[src/rtl/pwm_pkg.sv]
// Shared constants and helpers for the multi-channel PWM block.
package pwm_pkg;

  localparam logic MODO_BORDE  = 1'b0;
  localparam logic MODO_CENTRO = 1'b1;

  typedef enum logic {
    SUBE = 1'b0,
    BAJA = 1'b1
  } dir_e;

  // Width of the channel-select field: clog2 with a floor of one bit.
  function automatic int ancho_ch(input int ch);
    return (ch > 1) ? $clog2(ch) : 1;
  endfunction

endpackage

[src/rtl/pwm_multicanal_if.sv]
// Control/duty-write and PWM-output bundle between register logic and pwm_multicanal.
interface pwm_multicanal_if
  import pwm_pkg::*;
#(
  parameter int R  = 8,
  parameter int CH = 4
) ();

  localparam int WCH = ancho_ch(CH);

  logic           en;
  logic           modo;
  logic           wr_en;
  logic [WCH-1:0] wr_ch;
  logic [R-1:0]   wr_duty;
  logic [CH-1:0]  pwm_out;
  logic [R-1:0]   ciclo;
  logic           fin_periodo;

  modport master (
    output en, modo, wr_en, wr_ch, wr_duty,
    input  pwm_out, ciclo, fin_periodo
  );

  modport slave (
    input  en, modo, wr_en, wr_ch, wr_duty,
    output pwm_out, ciclo, fin_periodo
  );

endinterface

[src/rtl/pwm_base_tiempo.sv]
// Shared PWM time base: prescaler, up/down period counter, direction and latched mode.
module pwm_base_tiempo
  import pwm_pkg::*;
#(
  parameter int R = 8,
  parameter int N = 1
) (
  input  logic         clk,
  input  logic         reset,
  input  logic         en_i,
  input  logic         modo_i,
  output logic [R-1:0] ciclo_o,
  output logic         tick_o,
  output logic         boundary_o
);

  localparam int            PW    = (N > 1) ? $clog2(N) : 1;
  localparam logic [PW-1:0] P_MAX = PW'(N - 1);
  localparam logic [R-1:0]  C_MAX = {R{1'b1}};

  logic [PW-1:0] presc_q, presc_d;
  logic [R-1:0]  ciclo_q, ciclo_d;
  dir_e          dir_q, dir_d;
  logic          modo_act_q, modo_act_d;
  logic          tick_s;

  always_comb begin
    tick_s     = en_i && (presc_q == P_MAX);
    presc_d    = presc_q;
    ciclo_d    = ciclo_q;
    dir_d      = dir_q;
    modo_act_d = modo_act_q;
    if (!en_i) begin
      presc_d    = '0;
      ciclo_d    = '0;
      dir_d      = SUBE;
      modo_act_d = modo_i;
    end else if (tick_s) begin
      presc_d = '0;
      // Edge mode relies on the all-ones maximum wrapping to zero.
      case (modo_act_q)
        MODO_BORDE:  ciclo_d = ciclo_q + 1'b1;
        MODO_CENTRO: begin
          if ((dir_q == SUBE) && (ciclo_q != C_MAX)) begin
            ciclo_d = ciclo_q + 1'b1;
          end else begin
            ciclo_d = ciclo_q - 1'b1;
            dir_d   = BAJA;
          end
        end
        default:     ciclo_d = '0;
      endcase
      if (ciclo_d == '0) begin
        dir_d      = SUBE;
        modo_act_d = modo_i;
      end else begin
        modo_act_d = modo_act_q;
      end
    end else begin
      presc_d = presc_q + 1'b1;
    end
  end

  always_ff @(posedge clk) begin
    if (!reset) begin
      presc_q    <= '0;
      ciclo_q    <= '0;
      dir_q      <= SUBE;
      modo_act_q <= MODO_BORDE;
    end else begin
      presc_q    <= presc_d;
      ciclo_q    <= ciclo_d;
      dir_q      <= dir_d;
      modo_act_q <= modo_act_d;
    end
  end

  assign ciclo_o    = ciclo_q;
  assign tick_o     = tick_s;
  assign boundary_o = tick_s && (ciclo_d == '0);

endmodule

[src/rtl/pwm_multicanal.sv]
// Multi-channel PWM: one shared time base feeding CH double-buffered duty comparators.
module pwm_multicanal
  import pwm_pkg::*;
#(
  parameter int R  = 8,
  parameter int N  = 1,
  parameter int CH = 4
) (
  input  logic             clk,
  input  logic             reset,
  pwm_multicanal_if.slave  bus
);

  localparam int WCH = ancho_ch(CH);

  logic [R-1:0]  ciclo_s;
  logic          tick_s;
  logic          boundary_s;
  logic          carga_s;
  logic          fin_q;
  logic [CH-1:0] pwm_s;

  pwm_base_tiempo #(
    .R (R),
    .N (N)
  ) u_base (
    .clk        (clk),
    .reset      (reset),
    .en_i       (bus.en),
    .modo_i     (bus.modo),
    .ciclo_o    (ciclo_s),
    .tick_o     (tick_s),
    .boundary_o (boundary_s)
  );

  // While disabled the active duties follow the shadows so restart uses fresh values.
  assign carga_s = !bus.en || (tick_s && boundary_s);

  always_ff @(posedge clk) begin
    if (!reset) begin
      fin_q <= 1'b0;
    end else begin
      fin_q <= boundary_s;
    end
  end

  for (genvar i = 0; i < CH; i++) begin : g_canal
    logic [R-1:0] sombra_q;
    logic [R-1:0] act_q;
    logic         pwm_q;

    always_ff @(posedge clk) begin
      if (!reset) begin
        sombra_q <= '0;
        act_q    <= '0;
        pwm_q    <= 1'b0;
      end else begin
        if (bus.wr_en && (bus.wr_ch == WCH'(i))) begin
          sombra_q <= bus.wr_duty;
        end
        if (carga_s) begin
          act_q <= sombra_q;
        end
        pwm_q <= bus.en && (ciclo_s < act_q);
      end
    end

    assign pwm_s[i] = pwm_q;
  end

  assign bus.ciclo       = ciclo_s;
  assign bus.pwm_out     = pwm_s;
  assign bus.fin_periodo = fin_q;

endmodule

[src/flat_wrapper.sv]
// flat-port wrapper written by rule: the top's interface ports become plain ports
module pwm_multicanal_flat import pwm_pkg::*;
#(
  parameter int R  = 8,
  parameter int N  = 1,
  parameter int CH = 4
)
  (clk, reset, bus_en, bus_modo, bus_wr_en, bus_wr_ch, bus_wr_duty, bus_pwm_out, bus_ciclo, bus_fin_periodo);
  pwm_multicanal_if #(.R(R), .CH(CH)) bus_i ();
  input  logic clk;
  input  logic reset;
  input wire logic [$bits(bus_i.en)-1:0] bus_en;
  input wire logic [$bits(bus_i.modo)-1:0] bus_modo;
  input wire logic [$bits(bus_i.wr_en)-1:0] bus_wr_en;
  input wire logic [$bits(bus_i.wr_ch)-1:0] bus_wr_ch;
  input wire logic [$bits(bus_i.wr_duty)-1:0] bus_wr_duty;
  output wire logic [$bits(bus_i.pwm_out)-1:0] bus_pwm_out;
  output wire logic [$bits(bus_i.ciclo)-1:0] bus_ciclo;
  output wire logic [$bits(bus_i.fin_periodo)-1:0] bus_fin_periodo;
  assign bus_i.en = bus_en;
  assign bus_i.modo = bus_modo;
  assign bus_i.wr_en = bus_wr_en;
  assign bus_i.wr_ch = bus_wr_ch;
  assign bus_i.wr_duty = bus_wr_duty;
  assign bus_pwm_out = bus_i.pwm_out;
  assign bus_ciclo = bus_i.ciclo;
  assign bus_fin_periodo = bus_i.fin_periodo;
  pwm_multicanal #(.R(R), .N(N), .CH(CH)) u_core (.clk(clk), .reset(reset), .bus(bus_i));
endmodule
[config.mk]
export PLATFORM = sky130hd
export DESIGN_NAME = pwm_multicanal_flat
export DESIGN_NICKNAME = d
export VERILOG_FILES = /design/src/rtl/pwm_pkg.sv /design/src/rtl/pwm_multicanal_if.sv /design/src/rtl/pwm_base_tiempo.sv /design/src/rtl/pwm_multicanal.sv /design/src/flat_wrapper.sv
export SDC_FILE = /design/constraint.sdc
export NUM_CORES = 1
export LEC_CHECK = 0
export ABC_CLOCK_PERIOD_IN_PS = 3600
export CORE_MARGIN = 1
export CORE_UTILIZATION = 25
export DETAILED_ROUTE_END_ITERATION = 10
export GPL_ROUTABILITY_DRIVEN = 0
export PLACE_DENSITY = 0.41
export SLEW_MARGIN = 5
export SYNTH_ARGS = -nofsm -noshare
export SYNTH_HDL_FRONTEND = slang
export SYNTH_SLANG_ARGS = --single-unit
export TNS_END_PERCENT = 20
[constraint.sdc]
create_clock -name clk -period 3.6 [get_ports clk]
set_clock_uncertainty 0.15 [all_clocks]
set_input_delay 0.36 -clock clk [delete_from_list [all_inputs] [get_ports clk]]
set_output_delay 0.36 -clock clk [all_outputs]
set_load 0.05 [all_outputs]
==> run metrics, run 1 <==
clk sinks=80; via count=approximately 2,800; htree depth=3; final setup vio count=0; number of enable flip-flop cells after synthesis=0; Worst Path Arrival=between 3 and 4 ns; fmax=312 MHz; Placement Cell Area=~4400 sq um; RR Startpoint=u_core.u_base.ciclo_o[0]; Placed Instances=610; CTS tree=done; synthesis-to-layout area growth=17.9%; DR vias/cell=~4.6; largest net degree at the start of global routing=68; Hold Path Depth=1; ys flop type=dfxtp_1; CP startpoint kind=flop; minimum clock period=approximately 3.2 ns; clk_lat worst skew=0.34 ns; Nets=455; initial core utilization=approximately 26%; CTS buffer count=9; Clock Path Buffers=2; run status=finished clean; initial antenna violation count=0; Final Instance Area=between 4000 and 5000 sq um; Layout Cells excl Fill=approximately 630; post-synthesis sequential area ratio=approximately two fifths; CTS Hold Buffers Added=0; Hold EP=u_core.g_canal[2].act_q[3]; Commonest cells post-synth=dfxtp_1, mux2i_1, a32o_1, nor2b_1, inv_1; Die Width=128 microns; combinational fraction of design power=just over 8%; initial DRC count=approximately 140; Mean Syn Cell Area=between 10 and 15 sq um; area share of the largest cell type after synthesis=40.6%; CTS resizes=0; fill cell count=between 1,500 and 2,000; Core ar.=~15,000 sq um; most frequent cell after synthesis=dfxtp_1; post-DP HPWL=between 6 and 7 mm; site row count=45; RSZ-0062 raised after global routing=false; maxcap violations=0; cell taking the most area after synthesis=dfxtp_1; I/O pins=28; First-pass DRT Iterations=4; Net Sw Power=between 400 and 500 uW; vias in the first global route=2,783; CP startpoint=u_core.u_base.ciclo_o[0]; worst reg2reg endpoint=u_core.g_canal[1].act_q[4]; top post-synthesis cells by area=dfxtp_1, ha_1, mux2i_1; Leakage=roughly 0.0018 uW; sum of negative setup slack=0 ns; Synth Register Bits=80; count of input and output buffers=27; Power Dens Cells=slightly above 400 nW/um^2; post-route ant nets=0; Worst-Margin Slew=0.733 ns; Async S/R FF share, synth=0%; Slew Limit Headroom=roughly half; r2r worst-path depth=9; GRT Total Usage=approximately an eighth; CP required=between 3 and 4 ns; Tcrit/Tclk final=just under 90%; Post-route DRC=0; Worst VDD drop=0.181 mV; Synth Cell Area=3950 sq um; Clk network pwr share=a little over two fifths; first-pass GRT wire length=~15 mm; grt ovf=0; clk slew on worst S/H paths=about 0.060 ns; flop2flop setup slack=around 0.39 ns; WL/cell=15.2 microns; Ant. Diodes=0; yosys warns=0; Int Pwr=about 1500 uW; postcts setup bufs=0; die area=16,300 sq um; final core occ=~30%; die height=approximately 130 microns; HP Start=u_core.g_canal[2].act_q[3]; power share of the sequential group=around half; Power Total=around 1900 uW; Synth Net Count=about 440; Routed Wire Length=9.49 mm; Post-Synthesis Cells=392; layout cells sized above 1=7.73%; CP Class=reg -> reg; Max Slew Vio Count=0; Worst Hold Class=reg -> reg; CP max FO=33; Final Hold Viols=0; Switching Fraction=23.5%; kind of end point of the critical path=flop; root buffer cell=clkbuf_16; Yosys cell types=47
==> worst max path at each step <==
stage | end | cells after the start | slack [ns]
6_report | u_core.g_canal[1].act_q[4] | 9 | 0.39
5_1_grt | u_core.g_canal[3].act_q[1] | 9 | 0.16
4_1_cts | u_core.u_base.modo_act_q | 9 | 0.41
3_5_place_dp | u_core.u_base.modo_act_q | 9 | 0.44
3_3_place_gp | u_core.g_canal[3].act_q[2] | 9 | 0.48
2_1_floorplan | u_core.g_canal[0].act_q[3] | 12 | 0.31
==> routing by layer <==
metal	vias up	track usage, %	share of wire [%]
li1	1435	-	-
met1	1342	16.9	51
met2	58	19.5	44
met3	9	3.55	4.1
met4	0	3.88	1.3
met5	-	0	0
==> area by class of cell <==
cell class / instances / area, sq um / share of cell area (%)
Inverter: 31 / 116 / 2.50
Tap cell: 211 / 264 / 5.67
Sequential cell: 80 / 1600 / 34.4
Multi-Input combinational cell: 248 / 2040 / 43.9
Timing Repair Buffer: 40 / 363 / 7.80
Clock buffer: 12 / 246 / 5.30
Clock inverter: 3 / 18.8 / 0.403
==> layout by cell type (no fill, tap or decap), drive strengths merged, types with 2 or more instances in the layout <==
master	instances
a211oi	2
nand3b	2
a32o	33
nand2b	6
o21ai	2
nor2	11
nor3	3
or3	2
and3	2
clkbuf	12
nor2b	33
a31oi	6
nand3	7
clkinv	3
xor2	7
xnor2	3
and4	2
buf	14
nand4	2
mux2i	36
clkdlybuf4s50	26
inv	31
nand2	10
a211o	4
dfxtp	80
a21oi	7
ha	30
a21o	21
==> worst max-delay path, cell delays in order, from the launching register on <==
cell and delay, ns:
dfxtp_1 0.40, ha_1 0.25, and3_1 0.17, a31oi_1 0.50, mux2i_1 0.50, xor2_1 0.14
o31ai_2 0.30, a21bo_1 0.16, buf_4 0.34, a32o_1 0.21
==> power by group through the flow <==
stage | Sequential (uW) | Combinational (uW) | Clock (uW)
6_report | 924 | 156 | 829
5_1_grt | 926 | 173 | 903
4_1_cts | 924 | 160 | 856
3_5_place_dp | 943 | 159 | 0
3_3_place_gp | 943 | 158 | 0
2_1_floorplan | 939 | 113 | 0
==> metrics by stage <==
stage / hold WS, ns / setup slack [ns]
2_1_floorplan: 0.292 / 0.315
3_3_place_gp: 0.299 / 0.477
3_5_place_dp: 0.305 / 0.444
4_1_cts: 0.319 / 0.411
5_1_grt: 0.337 / 0.163
6_report: 0.313 / 0.391
==> cell families after synthesis <==
kind of cell | share of synthesized area [%]
xor+xnor | 2.22
buf+inv | 7.64
fa+ha+maj | 9.51
other cells | 0.0950
flops | 40.6
simple gates | 12.6
compound gates | 18.3
mux | 9.13
==> sequential cells by signal (all words and copies together) (netlist names) <==
signal                    flops
u_core.g_canal.sombra_q      32
u_core.bus.fin_periodo        1
u_core.g_canal.pwm_q          4
u_core.u_base.ciclo_o         8
u_core.g_canal.act_q         32
u_core.u_base.dir_q           1
u_core.u_base.presc_q         1
u_core.u_base.modo_act_q      1
Power figures use the tool's default switching activity.
==> inputs of run 2 (changes only) <==
--- a/config.mk
+++ b/config.mk
@@ -10,6 +10,7 @@
 export CORE_UTILIZATION = 25
 export DETAILED_ROUTE_END_ITERATION = 10
 export GPL_ROUTABILITY_DRIVEN = 0
+export GPL_TIMING_DRIVEN = 0
 export PLACE_DENSITY = 0.41
 export SLEW_MARGIN = 5
 export SYNTH_ARGS = -nofsm -noshare
==> run 2 against run 1 <==
Combinational power grew 9%. Critical path type unchanged. Non-clock buffer count grew 19. Setup slack lost 0.11 ns. Power grew 9.2%. Sequential power is essentially flat. Die area is the same. Critical path depth grew 2. Clock power grew 19%.
==> run metrics, run 2 (synthesis gave the netlist of run 1 again) <==
Clock Path Buffers=2 (unchanged); kind of end point of the critical path=flop; sum of negative setup slack=0 ns (unchanged); post-DP HPWL=7.43 mm (+12%); post-route ant nets=0 (unchanged); Routed Wire Length=10.1 mm (+6.4%); Final Hold Viols=0 (unchanged); Worst path max stage delay=0.41 ns (-0.09 ns); Leakage=0.00190 uW (+3.2%); run status=finished clean; I/O pins=28 (unchanged); Power Dens Cells=435 nW/um^2 (+6.0%); Critical Path, Cell by Cell=ha_1 > clkbuf_1 > and3_1 > a31oi_1 > buf_2 > mux2i_1 > xor2_1 > o31ai_2 > a21oi_2 > buf_2 > a32o_1; CP startpoint kind=flop; GRT Total Usage=13.3% (+0.75 points); clk sinks=80 (unchanged); root buffer cell=clkbuf_16; die area=16,300 sq um (unchanged); Critical Path Slowest Stage Cell=dfxtp_2; minimum clock period=3.32 ns (+0.110 ns); via count=2,903 (+2.1%); Nets=474 (+4.2%); WL/cell=15.6 microns (+3.1%); Core ar.=15,300 sq um (unchanged); count of input and output buffers=26 (-3.7%); largest net degree at the start of global routing=15 (-78%); First-pass DRT Iterations=4 (unchanged); DR vias/cell=4.50 (-1.1%); first-pass GRT wire length=16.0 mm (+3.8%); Slew Limit Headroom=56.1% (+5.1 points); initial antenna violation count=0 (unchanged); Worst VDD drop=0.279 mV (+54%); Max Slew Vio Count=0 (unchanged); Worst Path Arrival=3.39 ns (+0.06 ns); CTS tree=done; cell repeated most along the worst path=buf_2; die height=128 microns (unchanged); vias in the first global route=2,833 (+1.8%); commonest non-fill, non-tap cell in the layout=dfxtp_1; CTS buffer count=9 (unchanged); CP max FO=11 (-67%); layout cells sized above 1=8.53% (+0.80 points); CP Class=reg -> reg; initial DRC count=101 (-26%); fmax=301 MHz (-3.3%); initial core utilization=25.8% (unchanged); site row count=45 (unchanged); Worst Hold Class=reg -> reg; Tcrit/Tclk final=92.2% (+3.0 points); CTS resizes=0 (unchanged); clk slew on worst S/H paths=0.06 ns (about the same); CP required=3.67 ns (-0.06 ns); Ant. Diodes=0 (unchanged); final core occ=31.3% (+0.91 points); grt ovf=0 (unchanged); commonest cells after routing, fill and taps aside=dfxtp_1, mux2i_1, nor2b_1, a32o_1, inv_1; synthesis-to-layout area growth=21.4%; final setup vio count=0 (unchanged); Worst-Margin Slew=0.659 ns (-0.0738 ns); RSZ-0062 raised after global routing=false; htree depth=3 (unchanged); maxcap violations=0 (unchanged); Die Width=128 microns (unchanged); CTS Hold Buffers Added=0 (unchanged); clk_lat worst skew=0.34 ns (about the same); Post-route DRC=0 (unchanged); postcts setup bufs=0 (unchanged)
-- run 2: critical path: cells and delay by family (launching register included) --
| family | cells | cell delay [ns] |
|---|---|---|
| AO/OA/AOI/OAI | 4 | 0.97 |
| XOR/XNOR | 1 | 0.13 |
| adder cells (fa/ha/maj) | 1 | 0.21 |
| buffers and inverters | 3 | 0.69 |
| flip-flops | 1 | 0.41 |
| multiplexers | 1 | 0.40 |
| AND/OR/NAND/NOR | 1 | 0.23 |
-- run 2: path summary, 6_finish.rpt --
| kind | slack (ns) | startpoint | depth (start not counted) | to |
|---|---|---|---|---|
| max reg2reg | 0.28 | u_core.u_base.ciclo_o[1] | 11 | u_core.g_canal[0].act_q[3] |
| max | 0.28 | u_core.u_base.ciclo_o[1] | 11 | u_core.g_canal[0].act_q[3] |
| min reg2reg | 0.31 | u_core.g_canal[2].act_q[2] | 1 | u_core.g_canal[2].act_q[2] |
| min | 0.31 | u_core.g_canal[2].act_q[2] | 1 | u_core.g_canal[2].act_q[2] |
-- run 2: power breakdown --
group          switching (uW)  internal (uW)  leakage (uW)
clock network             379            611      0.000157
registers                16.4            907      0.000649
logic                    91.5           78.7       0.00109
total                     487           1600       0.00190
-- run 2: layout make-up --
type	count	area [sq um]
fill	1631	10500
multi-input combinational	248	2040
sequential	80	1600
tap	211	264
timing repair buffer	26	260
clock buffer	10	229
buffer	33	185
inverter	31	116
clock inverter	6	91.3
-- run 2: routing by layer --
metal  track usage (%)  share of wire (%)
met5                 0                  0
met4              4.29                1.6
met3              3.84                4.0
met2              20.3                 43
met1              18.1                 51
-- run 2: per-stage QoR --
step                      hold slack, ns  std cells  total power [uW]  cell area (sq um)  setup slack, ns
after floorplan                    0.292        392              1050               3950            0.315
after global placement             0.299        629              1110               4470            0.156
after detailed placement           0.304        629              1120               4470            0.173
after CTS                          0.319        645              2120               4790            0.136
after global routing               0.329        645              2170               4790           0.0285
final                              0.314        645              2080               4790            0.281
==> inputs of run 3 (changes only) <==
--- a/config.mk
+++ b/config.mk
@@ -11,9 +11,10 @@
 export DETAILED_ROUTE_END_ITERATION = 10
 export GPL_ROUTABILITY_DRIVEN = 0
 export GPL_TIMING_DRIVEN = 0
-export PLACE_DENSITY = 0.41
+export PLACE_DENSITY = 0.4
 export SLEW_MARGIN = 5
 export SYNTH_ARGS = -nofsm -noshare
 export SYNTH_HDL_FRONTEND = slang
+export SYNTH_HIERARCHICAL = 1
 export SYNTH_SLANG_ARGS = --single-unit
 export TNS_END_PERCENT = 20
==> run 3 against run 2 <==
Global-route usage shrank 0.12 points. Synthesized area grew 6.6%. Non-clock buffer count down 4. Clock-buffer cell count decreased by 1. Die area increased by 6.5%. Via count rose by 13%. Power decreased by 0.47%. Final area grew 6.2%.
==> run metrics, run 3 <==
grt ovf=0 (unchanged); Post-Synthesis Cells=466 (+19%); r2r worst-path depth=12 (+1); I/O pins=28 (unchanged); vias in the first global route=3,147 (+11%); root buffer cell=clkbuf_16; CP startpoint kind=flop; Worst Hold Class=reg -> reg; yosys warns=6 (+6); post-synthesis sequential area ratio=38.1% (-2.5 points); Leakage=0.00186 uW (-1.7%); most frequent cell after synthesis=nand2_1; site row count=47 (+4.4%); Hold Path Depth=2 (+1); Slew Limit Headroom=63.3% (+7.3 points); clk_lat worst skew=0.34 ns (about the same); CTS buffer count=9 (unchanged); Max Slew Vio Count=0 (unchanged); final setup vio count=0 (unchanged); commonest cells after routing, fill and taps aside=nand2_1, dfxtp_1, mux2i_1, nor2b_1; CP Class=reg -> reg; HP Start=u_core/g_canal[3].act_q[0]; die height=132 microns (+3.2%); area share of the largest cell type after synthesis=38.1% (-2.5 points); clk slew on worst S/H paths=0.06 ns (about the same); initial core utilization=25.5% (-0.31 points); CP max FO=13 (+2); initial antenna violation count=0 (unchanged); Worst VDD drop=0.291 mV (+4.4%); RR Startpoint=u_core/u_base/ciclo_o[0]; RSZ-0062 raised after global routing=false; Ant. Diodes=0 (unchanged); Hold Slack=0.310 ns (-0.00467 ns); Worst-Margin Slew=0.548 ns (-0.110 ns); CTS Hold Buffers Added=0 (unchanged); via count=3,281 (+13%); count of input and output buffers=27 (+3.8%); run status=finished clean; Layout Cells excl Fill=727 (+13%); sum of negative setup slack=0 ns (unchanged); Worst Path Arrival=3.39 ns (about the same); worst reg2reg endpoint=u_core/g_canal[1].act_q[2]; Worst Setup Slack, final=0.314 ns (+0.0325 ns); WL/cell=14.9 microns (-4.7%); Final Hold Viols=0 (unchanged); die area=17,400 sq um (+6.5%); GRT Total Usage=13.2% (-0.12 points); postcts setup bufs=0 (unchanged); flop2flop setup slack=0.31 ns (+0.03 ns); post-DP HPWL=8.10 mm (+9.0%); post-route ant nets=0 (unchanged); maxcap violations=0 (unchanged); Async S/R FF share, synth=0% (unchanged); Clock Path Buffers=2 (unchanged); commonest non-fill, non-tap cell in the layout=nand2_1; ys flop type=dfxtp_1; Synth Cell Area=4210 sq um (+6.6%); number of enable flip-flop cells after synthesis=0 (unchanged); top post-synthesis cells by area=dfxtp_1, ha_1, mux2i_1; cell taking the most area after synthesis=dfxtp_1; DR vias/cell=4.51 (+0.27%); Nets=548 (+16%); first-pass GRT wire length=17.5 mm (+9.9%); fmax=304 MHz (+0.99%); CTS tree=done; synthesis-to-layout area growth=20.9%; htree depth=3 (unchanged); initial DRC count=184 (+82%); Power Dens Cells=408 nW/um^2 (-6.2%); Core ar.=16,500 sq um (+7.9%); kind of end point of the critical path=flop; Tcrit/Tclk final=91.3% (-0.90 points); Power Total=2070 uW (-0.47%); Yosys cell types=56 (+19%); Synth Register Bits=80 (unchanged); Hold EP=u_core/g_canal[3].act_q[0]; Setup WS pre-CTS=-0.241 ns (-0.414 ns); CP required=3.71 ns (+0.04 ns); Die Width=132 microns (+3.2%); Routed Wire Length=10.8 mm (+7.5%); Commonest cells post-synth=nand2_1, dfxtp_1, mux2i_1; minimum clock period=3.29 ns (-0.0325 ns); fill cell count=1,742 (+6.8%); Post-route DRC=0 (unchanged); Synth Net Count=511 (+17%); Mean Syn Cell Area=9.03 sq um (-10%); clk sinks=80 (unchanged); Placed Instances=713 (+13%); First-pass DRT Iterations=6 (+2); layout cells sized above 1=10.7% (+2.1 points); largest net degree at the start of global routing=15 (unchanged)
[run 3: cell count changes after synthesis, moves of 5 or more]
cell / before / now
a21o_1: 21 / 0
nand2b_1: 6 / 1
o21a_1: 0 / 6
a21boi_0: 0 / 32
nand2_1: 10 / 82
o211ai_1: 0 / 7
a32o_1: 33 / 0
[run 3: cell families (layout without fill, tap and decap cells)]
family | Yosys count | in the layout | share of synthesized area [%]
AO/OA/AOI/OAI | 86 | 86 | 16.1
XOR/XNOR | 8 | 8 | 1.67
adder cells (fa/ha/maj) | 30 | 30 | 8.92
buffers and inverters | 61 | 102 | 7.02
flip-flops | 80 | 80 | 38.1
multiplexers | 36 | 36 | 8.59
other | 1 | 1 | 0.0891
AND/OR/NAND/NOR | 164 | 164 | 19.6
[run 3: critical path, stage by stage (launching register included)]
cell,delay [ns]
dfxtp_4,0.46
ha_1,0.26
nand4_1,0.25
o21ai_2,0.25
mux2_2,0.36
a211oi_2,0.37
nand4b_1,0.14
a21oi_1,0.16
nand2_1,0.08
nand2_1,0.20
clkbuf_2,0.25
nand2_1,0.08
a21boi_0,0.18
[run 3: final cells by class]
class	count	area, sq um	area share, %
Timing Repair Buffer	27	270	5.31
Inverter	32	120	2.36
Buffer	28	178	3.49
Multi-Input combinational cell	325	2310	45.5
Tap cell	220	275	5.41
Clock inverter	6	92.6	1.82
Sequential cell	80	1610	31.7
Clock buffer	9	225	4.43
[run 3: how the worst max path moves through the flow]
stage / from / end / slack, ns / depth (start not counted)
6_report: u_core/u_base/ciclo_o[0] / u_core/g_canal[1].act_q[2] / 0.31 / 12
5_1_grt: u_core/u_base/ciclo_o[0] / u_core/g_canal[3].act_q[4] / 0.02 / 12
4_1_cts: u_core/u_base/ciclo_o[0] / u_core/g_canal[3].act_q[4] / 0.03 / 13
3_5_place_dp: u_core/u_base/ciclo_o[0] / u_core/g_canal[2].act_q[6] / -0.24 / 13
3_3_place_gp: u_core/u_base/ciclo_o[0] / u_core/g_canal[2].act_q[6] / -0.27 / 13
2_1_floorplan: u_core/u_base/ciclo_o[1] / u_core/g_canal[0].act_q[7] / 0.30 / 13
[run 3: where the power goes]
part           internal, uW  switching (uW)
Clock                   607             383
Sequential              906            17.1
Combinational          72.3            88.8
Total                  1590             489
[run 3: timing repair]
item,CTS,global route
gates cloned,0,0
endpoints found under the setup margin,30,30
resized for setup,4,9
[run 3: routing by layer]
| layer | up-vias | wire, microns | global-route usage [%] | share of wire [%] |
|---|---|---|---|---|
| li1 | 1675 | - | - | - |
| met1 | 1532 | 5330 | 17.4 | 49 |
| met2 | 67 | 4930 | 21.2 | 45 |
| met3 | 7 | 462 | 3.46 | 4.3 |
| met4 | 0 | 125 | 3.62 | 1.2 |
| met5 | - | 0 | 0 | 0 |
[run 3: through the flow]
step | util (%) | instance area, sq um
after floorplan | - | 4210
after global placement | 28.8 | 4750
final | 30.8 | 5090
after CTS | 30.7 | 5080
after detailed placement | 28.8 | 4750
after global routing | 30.8 | 5090
==> edit 1, RTL diff (settings of run 3) <==
`R` is set to 8 in 4 places; all go to 16.
--- a/src/rtl/pwm_multicanal_if.sv
+++ b/src/rtl/pwm_multicanal_if.sv
@@ -4,3 +4,3 @@
 #(
-  parameter int R  = 8,
+  parameter int R  = 16,
   parameter int CH = 4
--- a/src/rtl/pwm_base_tiempo.sv
+++ b/src/rtl/pwm_base_tiempo.sv
@@ -4,3 +4,3 @@
 #(
-  parameter int R = 8,
+  parameter int R = 16,
   parameter int N = 1
--- a/src/rtl/pwm_multicanal.sv
+++ b/src/rtl/pwm_multicanal.sv
@@ -4,3 +4,3 @@
 #(
-  parameter int R  = 8,
+  parameter int R  = 16,
   parameter int N  = 1,
--- a/src/flat_wrapper.sv
+++ b/src/flat_wrapper.sv
@@ -3,3 +3,3 @@
 #(
-  parameter int R  = 8,
+  parameter int R  = 16,
   parameter int N  = 1,
Interface: changed (resized bus_ciclo and bus_wr_duty); port bits go from 28 to 44. No check against the original RTL was run, so the function may have changed too.
==> edit 1 against run 3 <==
The run now ends with setup timing left. Worst setup slack worse by 600 ps. Non-clock buffer count is 87 higher. Wire length grew to 2.7 times the old value. Total power is 95% higher. Synthesized area is 98% higher. Count of clock-buffer cells in the layout is 9 higher. Final area is 110% higher. Sequential cell count is 72 higher.
==> edit 1: results (changes against run 3) <==
via count=7374 (was 3281); pin count of the biggest net entering global routing=17 (was 15); non-filler instance count after layout=1582 (was 727); sw power=1.062 mW (was 0.4887 mW); global-route wire length before repair=43680 um (was 17530 um); layout cells sized above 1=0.1491 (was 0.1065); Total GRT Usage=0.1747 (was 0.1320); failing checks=setup timing; root buf cell=clkbuf_16 (unchanged); clock tree buffer depth=2 (unchanged); vias in the first global route=7174 (was 3147); met1 Resource Use GR=0.2364 (was 0.1742); reg2reg end=u_core/g_canal[1].act_q[0] (was u_core/g_canal[1].act_q[2]); prevailing post-synth register cell=dfxtp_1 (unchanged); ant diodes=0 (unchanged); Hold Crit Endpoint=u_core/g_canal[0].sombra_q[15] (was u_core/g_canal[3].act_q[0]); Peak VDD IR=0.3202 mV (was 0.2914 mV); worst path arrival time=4090 ps (was 3390 ps); r2r startpoint=u_core/u_base/ciclo_o[1] (was u_core/u_base/ciclo_o[0]); I/O Buffers=42 (was 27); Synth top cells by count=279 x nand2_1, 152 x dfxtp_1, 125 x a21boi_0, 78 x inv_1, 62 x ha_1 (was 82 x nand2_1, 80 x dfxtp_1, 35 x mux2i_1, 33 x nor2b_1); Inst Count DP=1517 (was 713); DRT iter0 DRCs=442 (was 184); Least-Margin Pin Slew=814.5 ps (was 548.3 ps); status=finished, violations left (was complete, no violations); WHS=212.7 ps (was 309.5 ps); drt wl/cell=18.26 um (was 14.92 um); # setup viols final=64 (was 0); P_leak=3.993 nW (was 1.864 nW); top cells by area, synth=dfxtp_1 37%, nand2_1 13%, a21boi_0 11% (was dfxtp_1 38%, ha_1 8.9%, mux2i_1 8.3%); Worst path top cell family by delay=simple AND/OR/NAND/NOR gates (was compound AO/OA/AOI/OAI gates); GR Util met2=0.2851 (was 0.2119); Final WS setup=-287.5 ps (was 313.7 ps); Mapped Avg Cell Area=8.060 um2 (was 9.030 um2); total CTS buffers=17 (was 9); Overflow after GRT=0 (unchanged); Synth Warn #=6 (unchanged); post-DP HPWL=20790 um (was 8102 um); Post-Syn Nets=1118 (was 511); worst skew pair latency=440 ps (was 340 ps); htree depth=4 (was 3); clock-pin slew on the worst setup and hold paths=about 70 ps; hold wc startpoint=bus_wr_ch[1] (was u_core/g_canal[3].act_q[0]); critical-path maximum fanout=10 (was 13); Hold Path Class=in -> reg (was reg -> reg); first-pass detailed-route iteration total=5 (was 6); CP max stage delay=460 ps (about the same); sequential fraction of the synthesis area=0.3655 (was 0.3806); met3 Use GR=0.02253 (was 0.03460); worst hold stages=4 (was 2); CP max stage cell=o41ai_4 (was dfxtp_4); Layout Nets=1212 (was 548); worst r2r path cells=16 (was 12); library cells used by synthesis=81 (was 56)
-- edit 1: power groups by stage --
| stage | Sequential (mW) | Clock [mW] | Combinational (mW) |
|---|---|---|---|
| floorplan | 1.77 | 0 | 0.199 |
| CTS | 1.74 | 2.02 | 0.351 |
| detailed placement | 1.78 | 0 | 0.331 |
| global route | 1.74 | 2.08 | 0.387 |
| finish | 1.74 | 1.96 | 0.351 |
| global placement | 1.78 | 0 | 0.333 |
-- edit 1: how the worst max path moves through the flow --
| stage | cells past startpoint | slack [ps] | end |
|---|---|---|---|
| after floorplan | 17 | -20 | u_core/g_canal[1].act_q[13] |
| after global placement | 13 | -1020 | u_core/g_canal[3].act_q[13] |
| after detailed placement | 13 | -940 | u_core/g_canal[3].act_q[13] |
| after CTS | 15 | -420 | u_core/g_canal[1].act_q[13] |
| after global routing | 16 | -420 | u_core/g_canal[2].act_q[12] |
| final | 16 | -290 | u_core/g_canal[1].act_q[0] |
-- edit 1: cell families after synthesis --
| kind of cell | count (synthesis) | share of synthesized area |
|---|---|---|
| mux | 3 | 0.003607 |
| compound gates | 246 | 0.2202 |
| fa+ha+maj | 62 | 0.09318 |
| buf+inv | 145 | 0.07785 |
| other cells | 1 | 0.0004504 |
| xor+xnor | 25 | 0.02630 |
| simple gates | 399 | 0.2130 |
| flops | 152 | 0.3655 |
-- edit 1: layer usage --
layer,part of all wire,vias to the layer above,wire length (um)
met5,0,-,0
met4,0.024,0,688
met3,0.030,37,853
met2,0.46,149,13290
met1,0.49,3482,14050
li1,-,3706,-
-- edit 1: worst min-delay path, stage by stage --
cell	delay, ps
buf_2	150
nor3b_2	100
nand2_1	70
a21boi_0	60
-- edit 1: final cells by class --
class / count / area (um2)
plain buffers: 64 / 499.2
clock buffers: 18 / 429.2
clock inverters: 14 / 205.2
fillers: 3511 / 21970
inverters: 78 / 300.3
multi-input cells: 736 / 4863
flip-flops and latches: 152 / 3103
well taps: 442 / 553.0
repair buffers: 78 / 691.9
-- edit 1: metrics by stage --
step	TNS, ps	util	setup slack [ps]	cell area (um2)
final	-15580	0.3264	-287.5	10650
after global routing	-24010	0.3264	-420.0	10650
after CTS	-24540	0.3195	-424.3	10420
after detailed placement	-54900	0.2897	-941.8	9449
after global placement	-59460	0.2897	-1023	9449
after floorplan	-1174	-	-19.58	8476
-- edit 1: timing repair --
| item | in CTS | in global routing |
|---|---|---|
| resized for setup | 42 | 30 |
| pin swaps | 13 | 9 |
| endpoints found under the setup margin | 66 | 65 |
| setup buffers | 22 | 13 |
| cloned | 0 | 1 |
==> edit 2, RTL diff (flow settings as in run 3) <==
Made on the original files. Reset style: asynchronous (`reset`), changed in 3 clocked blocks.
--- a/src/rtl/pwm_base_tiempo.sv
+++ b/src/rtl/pwm_base_tiempo.sv
@@ -63,3 +63,3 @@
 
-  always_ff @(posedge clk) begin
+  always_ff @(posedge clk or negedge reset) begin
     if (!reset) begin
--- a/src/rtl/pwm_multicanal.sv
+++ b/src/rtl/pwm_multicanal.sv
@@ -38,3 +38,3 @@
 
-  always_ff @(posedge clk) begin
+  always_ff @(posedge clk or negedge reset) begin
     if (!reset) begin
@@ -51,3 +51,3 @@
 
-    always_ff @(posedge clk) begin
+    always_ff @(posedge clk or negedge reset) begin
       if (!reset) begin
Formal check against the unedited RTL: differs if reset is asserted again (counterexample within 4 cycles, from zero or initial values and one cycle with reset low); with reset held inactive, the same outputs for 10 cycles.
==> edit 2 against run 3 <==
Sequential cell count unchanged. Sequential share of layout area is 6.9 points higher. Wire length down 5.3%. Worst setup slack worse by 110 ps. Synthesized area is 1.8% higher. Final area is 1.9% higher. Synthesized cell count fell by 26%. Highest routed layer unchanged.
Power is not compared: it rests on default switching activity, and its combinational part moved more than twofold at a synthesized area within 25%.
==> edit 2: results (changes against run 3) <==
layout cells sized above 1=0.2868 (was 0.1065); critical-path maximum fanout=12 (was 13); worst r2r path cells=11 (was 12); area leader, netlist=dfrtp_1 (was dfxtp_1); DRT iter0 DRCs=113 (was 184); sequential fraction of the synthesis area=0.4676 (was 0.3806); Synth top cells by count=80 x dfrtp_1, 64 x mux2_2, 32 x inv_1, 30 x ha_1, 11 x nor2_1 (was 82 x nand2_1, 80 x dfxtp_1, 35 x mux2i_1, 33 x nor2b_1); top cells by area, synth=dfrtp_1 47%, mux2_2 17%, ha_1 8.8% (was dfxtp_1 38%, ha_1 8.9%, mux2i_1 8.3%); vias in the first global route=2885 (was 3147); reg2reg end=u_core/g_canal[2].act_q[3] (was u_core/g_canal[1].act_q[2]); Post-Syn Nets=391 (was 511); drt wl/cell=16.73 um (was 14.92 um); first-pass detailed-route iteration total=4 (was 6); Hold Path Class=in -> async (was reg -> reg); synthesized instance count=346 (was 466); r2r startpoint=u_core/u_base/ciclo_o[1] (was u_core/u_base/ciclo_o[0]); routed wire length=10270 um (was 10840 um); worst path arrival time=3470 ps (was 3390 ps); Layout Nets=434 (was 548); status=complete, no violations (unchanged); Inst Count DP=594 (was 713); vias per cell=4.632 (was 4.513); prevailing post-synth register cell=dfrtp_1 (was dfxtp_1); r2r setup slk=200 ps (was 310 ps); Worst slew margin=0.5921 (was 0.6334); library cells used by synthesis=59 (was 56); P_leak=around 2.3 nW; post-DP HPWL=7233 um (was 8102 um); global-route wire length before repair=16830 um (was 17530 um); pin count of the biggest net entering global routing=60 (was 15); ys async rst share=1.000 (was 0); Total GRT Usage=0.1289 (was 0.1320); dpl ws=-124.4 ps (was -241.1 ps); # fillers=1708 (was 1742)
[edit 2: worst max-delay path by stage]
stage	startpoint	to	slack, ps	depth (start not counted)
floorplan	u_core/u_base/ciclo_o[0]	u_core/g_canal[0].act_q[0]	220	12
global placement	reset	u_core/g_canal[0].sombra_q[1]	-1070	1
detailed placement	u_core/u_base/ciclo_o[0]	u_core/g_canal[0].act_q[6]	-120	12
CTS	u_core/u_base/ciclo_o[1]	u_core/g_canal[0].act_q[6]	8	11
global route	u_core/u_base/ciclo_o[2]	u_core/g_canal[1].act_q[4]	70	10
finish	u_core/u_base/ciclo_o[1]	u_core/g_canal[2].act_q[3]	200	11
[edit 2: area by class of cell]
class	instances	share of cell area
plain buffers	16	0.02774
well taps	220	0.05306
repair buffers	32	0.06319
clock buffers	12	0.04945
clock inverters	4	0.005065
flip-flops and latches	80	0.3864
multi-input cells	218	0.3919
inverters	32	0.02315
[edit 2: timing repair]
| item | in CTS | in global routing |
|---|---|---|
| hold buffers | 1 | 0 |
| endpoints found under the hold margin | 21 | 0 |
| buffers inserted | 0 | 3 |
| pin swaps | 0 | 1 |
| gates cloned | 0 | 0 |
| endpoints found under the setup margin | 30 | 30 |
| resized for setup | 2 | 4 |
[edit 2: power by group through the flow]
stage / Sequential, mW / Clock, mW / Combinational, mW
detailed placement: 1.17 / 0 / 0.462
floorplan: 1.14 / 0 / 0.325
CTS: 1.15 / 0.913 / 0.466
global route: 1.17 / 0.949 / 0.520
global placement: 1.16 / 0 / 0.445
finish: 1.14 / 0.873 / 0.465
[edit 2: cell families after synthesis]
logic type,count (synthesis),synth area share
buf+inv,48,0.06049
flops,80,0.4676
fa+ha+maj,30,0.08767
simple gates,57,0.08621
xor+xnor,7,0.01432
compound gates,56,0.1072
other cells,1,0.0008758
mux,67,0.1756
[edit 2: worst max-delay path: stages, from the launching register on]
cell and delay [ps]:
dfrtp_2 530, inv_1 140, ha_1 240, or3b_2 480
mux2i_1 200, a2bb2oi_1 230, a211oi_2 90, and2_1 170
and4_1 240, a21boi_4 260, buf_6 200, mux2_2 340
[edit 2: through the flow]
stage	power (mW)	area (um2)	hold WS, ps
after floorplan	1.470	4282	-85.59
after global placement	1.609	4827	331.7
after detailed placement	1.629	4852	134.7
after CTS	2.529	5154	318.4
after global routing	2.636	5187	344.3
final	2.481	5187	322.1
[edit 2: layer usage]
layer | GRT usage | vias up | share of wire
li1 | - | 1345 | -
met4 | 0.03895 | 0 | 0.014
met3 | 0.03640 | 12 | 0.044
met5 | 0 | - | 0
met1 | 0.1774 | 1438 | 0.49
met2 | 0.1949 | 49 | 0.46
